--- config.mk ---
export PLATFORM = sky130hd
export DESIGN_NAME = game_round_ctrl
export DESIGN_NICKNAME = d
export VERILOG_FILES = /design/src/rtl/game_round_ctrl_pkg.sv /design/src/rtl/game_round_ctrl_btn_debounce.sv /design/src/rtl/game_round_ctrl.sv
export SDC_FILE = /design/constraint.sdc
export NUM_CORES = 1
export LEC_CHECK = 0
export CORE_ASPECT_RATIO = 0.75
export CORE_MARGIN = 1
export CORE_UTILIZATION = 45
export CTS_BUF_LIST = sky130_fd_sc_hd__clkbuf_16
export CTS_CLUSTER_SIZE = 30
export DETAILED_ROUTE_END_ITERATION = 7
export GPL_TIMING_DRIVEN = 1
export PLACE_DENSITY = 0.62
export SYNTH_ARGS = -nofsm -noshare
export SYNTH_HDL_FRONTEND = slang
export SYNTH_SLANG_ARGS = --single-unit
--- constraint.sdc ---
create_clock -name clock -period 2.5 [get_ports clock]
set_clock_uncertainty 0.1 [all_clocks]
set_input_delay 0.375 -clock clock [delete_from_list [all_inputs] [get_ports clock]]
set_output_delay 0.375 -clock clock [all_outputs]
set_load 0.05 [all_outputs]
--- src/rtl/game_round_ctrl_pkg.sv ---
// Shared constants for the game round controller: state codes, LFSR taps, defaults.
// Latency: n/a (constants and a pure combinational helper only).
// Backpressure: n/a.
package game_round_ctrl_pkg;

    // 500000 cycles is 10 ms at 50 MHz. 5001 cycles covers one 0.1 ms timer tick.
    localparam int DEB_CYCLES_DEF = 500000;
    localparam int MISS_HOLD_DEF  = 5001;

    // Fibonacci taps 8,6,5,4 expressed as bit positions 7,5,4,3.
    localparam logic [7:0] LFSR_TAPS = 8'b1011_1000;

    // Round state encoding.
    localparam logic [2:0] ST_IDLE    = 3'd0;
    localparam logic [2:0] ST_LOAD    = 3'd1;
    localparam logic [2:0] ST_PLAY    = 3'd2;
    localparam logic [2:0] ST_PENALTY = 3'd3;
    localparam logic [2:0] ST_FAIL    = 3'd4;
    localparam logic [2:0] ST_WIN     = 3'd5;

    // One LFSR step: shift left and feed the tap parity into bit 0.
    function automatic logic [7:0] lfsr_step(input logic [7:0] cur);
        return {cur[6:0], ^(cur & LFSR_TAPS)};
    endfunction

endpackage

--- src/rtl/game_round_ctrl_btn_debounce.sv ---
// Button conditioner: 2-FF synchronizer, stable-count debouncer, rising-edge press pulse.
// Latency: raw change to debounced level = 2 + DEB_CYCLES cycles; press pulse follows the level flip.
// Backpressure: none; press is a single-cycle pulse that is never held or queued.
// Ports: clock, reset (async active-low), btn_raw (asynchronous button), press (1-cycle pulse).
module btn_debounce
    import game_round_ctrl_pkg::*;
#(
    parameter int DEB_CYCLES = DEB_CYCLES_DEF
) (
    input  logic clock,
    input  logic reset,
    input  logic btn_raw,
    output logic press
);

    localparam int CW = $clog2(DEB_CYCLES + 1);

    logic          sync1_q, sync1_d;
    logic          sync2_q, sync2_d;
    logic          level_q, level_d;
    logic          level_prev_q, level_prev_d;
    logic [CW-1:0] cnt_q, cnt_d;

    always_comb begin
        sync1_d      = btn_raw;
        sync2_d      = sync1_q;
        level_prev_d = level_q;
        level_d      = level_q;
        cnt_d        = '0;
        // Any sample that agrees with the current level restarts the count.
        if (sync2_q != level_q) begin
            if (cnt_q == CW'(DEB_CYCLES - 1)) begin
                level_d = sync2_q;
            end else begin
                cnt_d = cnt_q + 1'b1;
            end
        end
    end

    always_ff @(posedge clock or negedge reset) begin
        if (!reset) begin
            sync1_q      <= 1'b0;
            sync2_q      <= 1'b0;
            level_q      <= 1'b0;
            level_prev_q <= 1'b0;
            cnt_q        <= '0;
        end else begin
            sync1_q      <= sync1_d;
            sync2_q      <= sync2_d;
            level_q      <= level_d;
            level_prev_q <= level_prev_d;
            cnt_q        <= cnt_d;
        end
    end

    assign press = level_q & ~level_prev_q;

endmodule

--- src/rtl/game_round_ctrl.sv ---
// Game round controller: shows a random one-hot target, judges player presses, drives timer start/miss.
// Latency: press pulse to score/miss update 1 cycle; raw button to press pulse 2 + DEB_CYCLES + 1 cycles.
// Backpressure: none; presses during LOAD/PENALTY/IDLE/FAIL/WIN are dropped, game_fail wins over presses.
// Ports: clock, reset (async active-low), btn_start, btn[3:0], game_fail in;
//        start, miss, target[3:0], score[7:0], win, lose out.
module game_round_ctrl
    import game_round_ctrl_pkg::*;
#(
    parameter int         DEB_CYCLES = DEB_CYCLES_DEF,
    parameter int         MISS_HOLD  = MISS_HOLD_DEF,
    parameter int         SCORE_MAX  = 99,
    parameter logic [7:0] LFSR_SEED  = 8'hA5
) (
    input  logic       clock,
    input  logic       reset,
    input  logic       btn_start,
    input  logic [3:0] btn,
    input  logic       game_fail,
    output logic       start,
    output logic       miss,
    output logic [3:0] target,
    output logic [7:0] score,
    output logic       win,
    output logic       lose
);

    localparam int HW = $clog2(MISS_HOLD + 1);

    logic          start_press;
    logic [3:0]    btn_press;

    logic [2:0]    state_q, state_d;
    logic [7:0]    lfsr_q, lfsr_d;
    logic [3:0]    target_q, target_d;
    logic [7:0]    score_q, score_d;
    logic [HW-1:0] hold_q, hold_d;

    btn_debounce #(.DEB_CYCLES(DEB_CYCLES)) u_deb_start (
        .clock   (clock),
        .reset   (reset),
        .btn_raw (btn_start),
        .press   (start_press)
    );

    for (genvar gi = 0; gi < 4; gi++) begin : g_btn
        btn_debounce #(.DEB_CYCLES(DEB_CYCLES)) u_deb (
            .clock   (clock),
            .reset   (reset),
            .btn_raw (btn[gi]),
            .press   (btn_press[gi])
        );
    end

    always_comb begin
        state_d  = state_q;
        score_d  = score_q;
        target_d = target_q;
        hold_d   = hold_q;
        lfsr_d   = lfsr_step(lfsr_q);
        case (state_q)
            ST_IDLE: begin
                if (start_press) begin
                    state_d = ST_LOAD;
                    score_d = '0;
                end
            end
            ST_LOAD: begin
                target_d = 4'b0001 << lfsr_q[1:0];
                state_d  = ST_PLAY;
            end
            ST_PLAY: begin
                if (game_fail) begin
                    state_d  = ST_FAIL;
                    target_d = '0;
                end else if (|btn_press) begin
                    // Multi-button vectors never equal a one-hot target, so they land in PENALTY.
                    if (btn_press == target_q) begin
                        score_d = score_q + 8'd1;
                        if (score_q == 8'(SCORE_MAX - 1)) begin
                            state_d  = ST_WIN;
                            target_d = '0;
                        end else begin
                            state_d = ST_LOAD;
                        end
                    end else begin
                        state_d = ST_PENALTY;
                        hold_d  = '0;
                    end
                end
            end
            ST_PENALTY: begin
                if (game_fail) begin
                    state_d  = ST_FAIL;
                    target_d = '0;
                end else if (hold_q == HW'(MISS_HOLD - 1)) begin
                    state_d = ST_LOAD;
                end else begin
                    hold_d = hold_q + 1'b1;
                end
            end
            ST_FAIL, ST_WIN: begin
                // Score is cleared on the way back so the idle display reads zero.
                if (start_press) begin
                    state_d = ST_IDLE;
                    score_d = '0;
                end
            end
            default: begin
                state_d  = ST_IDLE;
                target_d = '0;
            end
        endcase
    end

    always_ff @(posedge clock or negedge reset) begin
        if (!reset) begin
            state_q  <= ST_IDLE;
            lfsr_q   <= LFSR_SEED;
            target_q <= '0;
            score_q  <= '0;
            hold_q   <= '0;
        end else begin
            state_q  <= state_d;
            lfsr_q   <= lfsr_d;
            target_q <= target_d;
            score_q  <= score_d;
            hold_q   <= hold_d;
        end
    end

    // Decoded straight from state flops, so reset clears them without waiting for a clock.
    assign start  = (state_q == ST_PLAY) || (state_q == ST_PENALTY);
    assign miss   = (state_q == ST_PENALTY);
    assign win    = (state_q == ST_WIN);
    assign lose   = (state_q == ST_FAIL);
    assign target = target_q;
    assign score  = score_q;

endmodule

; Yosys cells after proc, flatten, opt, wreduce, memory -nomap -nowiden
; Index checks and enable logic that the tools add are counted.
[totals]
inputBits = 8
out_inout_bits = 16
wordCells = 134
regBits = 151
[classes]
n_addsub = 7
bitwise = 11
eq_ne = 32
muxes = 36
shifts = 1
n_reduce_logical = 17
[ops]
columns = cell, n
row1 = two-way mux 19 bit, 10
row2 = "adder 19 x 1 -> 19 bit, second input constant", 5
row3 = "equality test 19 bit, second input constant", 5
row4 = two-way mux 13 bit, 5
row5 = two-way mux 8 bit, 4
row6 = one-hot mux 13 bit (2 select lines), 1
row7 = two-way mux 3 bit, 8
row8 = two-way mux 4 bit, 5
row9 = "inequality test 2 bit, second input constant", 9
row10 = one-hot mux 4 bit (4 select lines), 1
row11 = one-hot mux 8 bit (2 select lines), 1
row12 = one-hot mux 3 bit (5 select lines), 1
row13 = "adder 13 x 1 -> 13 bit, second input constant", 1
row14 = "equality test 13 bit, second input constant", 1
row15 = AND reduction 2 bit, 5
row16 = AND reduction 5 bit, 2
row17 = "inequality test 3 bit, second input constant", 3
row18 = "adder 8 x 1 -> 8 bit, second input constant", 1
row19 = "equality test 8 x 7 -> 1 bit, second input constant", 1
row20 = XOR reduction 8 bit, 1
row21 = "equality test 3 x 2 -> 1 bit, second input constant", 2
row22 = "equality test 3 bit, second input constant", 2
row23 = inverter 1 bit, 6
row24 = AND reduction 6 bit, 1
row25 = 14 further kinds, 23

; Depth between registers and ports, before layout
[depth]
ltp_word = 7
depth_mapped = 8
depth_no_buf = 7

; Hierarchy
; Synthesis repeated with hierarchy kept, for this count alone.
[unflattened]
cells_unflattened = 750
area_unflattened_um2 = 7574.8
[by_module_without_submodules]
columns = mod, area_per_inst_um2, n_inst, cells_each
row1 = btn_debounce at g_btn[0].u_deb ..., 1111.1, 4, 107
row2 = game_round_ctrl, 2025.7, 1, 215
row3 = btn_debounce at g_btn[2].u_deb, 1104.8, 1, 107

; Least setup slack after synthesis
; OpenSTA, ideal clock, no wires.
[synth_path]
path_type = register to register
start = register score_q[1], in the netlist score[1]
end = register target_q[3], in the netlist target[3]
synth_period_minus_slack_ps = 2230
path_slack_ps = 270
path_stages_with_launch = 7
t_arrival_ps = 1998
n_path_buf = 0
setup_time_ps = 132
t_required_ps = 2268
cell_sequence = dfrtp_1 > ha_1 > or4b_1 > nor4_1 > nand2_1 > nor3_2 > o21ai_0
[synth_between]
elab_chain_cells = 3
[synth_rtl]
columns = item, line
row1 = from (decl), game_round_ctrl.sv:35  ; logic [7:0] score_q, score_d;
row2 = from (signal assigned), game_round_ctrl.sv:126  ; score_q <= score_d;
row3 = equality test 8 x 7 -> 1 bit, game_round_ctrl.sv:79  ; if (score_q == 8'(SCORE_MAX - 1)) begin
row4 = inequality test 3 bit (no source line), n/a
row5 = AND reduction 5 bit (no source line), n/a
row6 = to (signal assigned), game_round_ctrl.sv:125  ; target_q <= target_d;
row7 = to (decl), game_round_ctrl.sv:34  ; logic [3:0] target_q, target_d;
; Every way passes these cells.
; A chain may end at the register's enable or synchronous reset.

; Worst setup path after layout
[layout_path]
start = register state_q[2]
end = output port miss
[layout_between]
elab_chain_cells = 1
[layout_rtl]
columns = item, line
row1 = from (decl), game_round_ctrl.sv:32  ; logic [2:0] state_q, state_d;
row2 = from (signal assigned), game_round_ctrl.sv:123  ; state_q <= state_d;
row3 = equality test 3 x 2 -> 1 bit, game_round_ctrl.sv:133  ; assign miss = (state_q == ST_PENALTY);
row4 = to (decl), game_round_ctrl.sv:20  ; output logic miss,
; Every way passes these cells.

==> flow_metrics.tcl <==
set metrics [dict create \
    power.total_mw 5.19 \
    maxCapViolations 0 \
    synthFlopType "dfrtp_1" \
    finalSetupViolations 0 \
    reg2regPathDepth 6 \
    synth-edff-count 0 \
    post-route-min-period_ns 2.30 \
    syn_inst 722 \
    antenna_cells 0 \
    viasPerCell 5.23 \
    power_frac_seq_pct 48.1 \
    final_util_pct 54.1 \
    hp-start "g_btn[0].u_deb.sync1_q" \
    die_area_mm2 0.0166 \
    place_congestion 0.821 \
    cts_num_sinks 151 \
    p_sw_mw 1.12 \
    final_hold_viol_count 0 \
    crit_arrival_ns 1.82 \
    dr.pass1.iters 4 \
    power.density_mw_per_mm2 620 \
    first_global_vias 5106 \
    clk_path_buf_depth 2 \
    clock_power_share_pct 49.2 \
    area_growth_pct 16.0 \
    grt_pass1_wl_um 24300 \
    dr_total_vias 5130 \
    wl_per_cell_um 14.0 \
    hold_path_class "flop to flop" \
    peakVddDrop_mv 0.441 \
    final_nets 780 \
    grt_usage_pct 18.4 \
    antenna_found_initial 0 \
    crit_path_end_kind "output pin" \
    netlist_top_cells_area "dfrtp_1 (51%), nor2_1 (6.6%), xor2_1 (6.3%), xnor2_1 (5.0%), nand2_1 (3.2%)" \
    worst-path-max-fanout 9 \
    max_freq_ghz 0.435 \
    synth_top_area_share_pct 51.0 \
    p_leak_nw 3.64 \
    final_cell_area_mm2 0.00837 \
    worstSetupPathType "flop to output pin" \
    slew-limit-headroom_pct 53.0 \
    grt-ovfl-total 0 \
    crit_required_ns 2.03 \
    r2r-end "target[3]" \
    placed_cells 948 \
    htreeDepth 4 \
    ys_seq_area_share_pct 52.4 \
    coreArea_mm2 0.0155 \
    ys_ff_latch 151 \
    synth_cell_type_count 55 \
    stdcell_count 981 \
    async_flop_share_pct 100 \
    clkLatencyLatePin_ns 0.41 \
    chipWidth_um 148 \
    numPortBuffers 23 \
    post-cts-setup-buffer-count 0 \
    netlist_area_mm2 0.00722 \
    drc 0 \
    tritoncts "built" \
    num_rows 39 \
    die_h_um 112 \
    cts_buffers 17 \
    period_share_pct 92.0 \
    hpwl_um 9500 \
    internal-power_mw 4.07 \
    antenna_left 0 \
    drive_gt1_share_pct 9.41 \
    rr_startpoint "score[1]" \
    wirelength_um 13800 \
    clockRootBuffer "clkbuf_16" \
    min_to "g_btn[0].u_deb.sync2_q" \
    cts.clk_slew.worst_paths_ns 0.06 \
    switching_share_pct 21.6 \
    start_kind "flop" \
    drt_first_iter_violations 256 \
    synthesis.nets 739 \
    rsz0062_at_grt "false" \
    hold_ws_ns 0.250 \
    syn_area_per_cell_um2 10.0 \
    worst_pin_slew_ns 0.700 \
    yosysWarningCount 0 \
    r2r_setup_slack_ns 0.34 \
    combPwrFrac_pct 2.7 \
    finalMaxSlewViolations 0 \
    hold_depth 0 \
    start_util_pct 46.7 \
    grt_max_degree 57 \
    ios 24 \
    yosysTopAreaCell "dfrtp_1" \
    pre_cts_ws_ns -0.0568 \
    setup_tns_ns 0 \
    placed_area_mm2 0.00777 \
    fin_ws_ns 0.201 \
    fill_cells 1306 \
    status "finished clean" \
]
==> state kept, by name, summed over array words and instances (netlist names), 3 cells and up <==
signal,count
g_btn.u_deb.cnt_q,76
u_deb_start.cnt_q,19
hold_q,13
lfsr_q,8
score,8
g_btn.u_deb.level_prev_d,4
g_btn.u_deb.level_prev_q,4
g_btn.u_deb.sync1_q,4
g_btn.u_deb.sync2_q,4
target,4
state_q,3
==> cell families after synthesis <==
logic type / Yosys count / synth area share (%)
simple gates: 361 / 25.0
compound gates: 52 / 4.61
fa+ha+maj: 9 / 1.56
buf+inv: 39 / 2.31
xor+xnor: 97 / 12.2
flops: 151 / 52.4
mux: 13 / 1.89
==> routing by layer <==
layer | global-route usage, % | wire length [um] | share of wire, % | vias up
met5 | 0 | 0 | 0 | -
met4 | 6.19 | 93 | 0.68 | 0
met3 | 4.39 | 329 | 2.4 | 6
met2 | 27.7 | 6240 | 45 | 53
met1 | 25.9 | 7110 | 52 | 2501
li1 | - | - | - | 2570
==> cell usage after synthesis, types with 4 or more instances <==
cell / number
inv_1: 21
nor3_1: 19
nor2_1: 127
o31ai_1: 5
and2_1: 4
xor2_1: 52
and3_1: 13
and4_1: 9
o21ai_0: 10
nor4_1: 9
nand2_1: 62
nand2b_1: 6
or4_1: 5
a21o_1: 6
o21ai_1: 4
nand3_1: 46
xnor2_2: 4
xnor2_1: 41
ha_1: 9
nor2b_1: 4
nand4_1: 26
o22ai_1: 4
mux2_2: 5
buf_2: 13
mux2i_1: 8
dfstp_2: 4
a21oi_1: 11
nor4b_1: 7
dfrtp_1: 147
==> cell type report <==
type / count / area (um2) / share of cell area (%)
Inverter: 21 / 78.8 / 0.942
Clock inverter: 15 / 163 / 1.94
Sequential cell: 151 / 3780 / 45.2
Multi-Input combinational cell: 532 / 3280 / 39.1
Timing Repair Buffer: 40 / 388 / 4.63
Clock buffer: 17 / 425 / 5.08
Tap cell: 205 / 256 / 3.06
==> power groups by stage <==
stage	Sequential, mW	Combinational (mW)	Clock, mW
global route	2.50	0.165	2.72
floorplan	2.54	0.0593	0
CTS	2.50	0.146	2.62
finish	2.50	0.140	2.56
global placement	2.54	0.139	0
detailed placement	2.54	0.144	0
==> what timing repair did <==
action | 4_1_cts | 5_1_grt
cloned | 0 | 0
pin swaps | 0 | 0
resized for setup | 1 | 2
hold buffers | 1 | 0
setup endpoints to repair | 1 | 2
hold endpoints to repair | 54 | 0
==> worst max-delay path by stage <==
| stage | start | endpoint | slack, ns | depth (start not counted) |
|---|---|---|---|---|
| final | state_q[2] | miss | 0.20 | 4 |
| after global routing | state_q[2] | miss | 0.06 | 4 |
| after CTS | state_q[2] | start | 0.01 | 2 |
| after detailed placement | game_fail | score[7] | -0.06 | 6 |
| after global placement | game_fail | score[7] | 0.03 | 6 |
| after floorplan | score[1] | target[3] | 0.27 | 6 |
==> cell usage in the layout, fill, tap and decap left out, drive strengths merged, types with 3 or more instances in the layout <==
cell / n
nand3: 46
a21o: 6
o21ai: 14
nand2: 62
xor2: 52
buf: 18
dfstp: 4
clkinvlp: 4
nor4: 10
clkinv: 5
xnor2: 45
clkdlybuf4s50: 18
mux2: 5
and2: 4
o31ai: 5
or2: 4
mux2i: 8
o22ai: 4
and3: 13
clkbuf: 17
nand2b: 6
inv: 24
nor2b: 7
a21oi: 11
dfrtp: 147
and4: 9
ha: 9
and2b: 4
or4: 5
nor2: 127
bufinv: 3
nand4b: 3
nand4: 26
nor4b: 8
nor3: 20
==> critical path, cell delays in order (launching register included) <==
cell,delay [ns]
dfrtp_1,0.46
and2b_2,0.29
nand2_1,0.18
inv_1,0.23
buf_4,0.24
No activity file was read; power rests on OpenSTA's default activity.
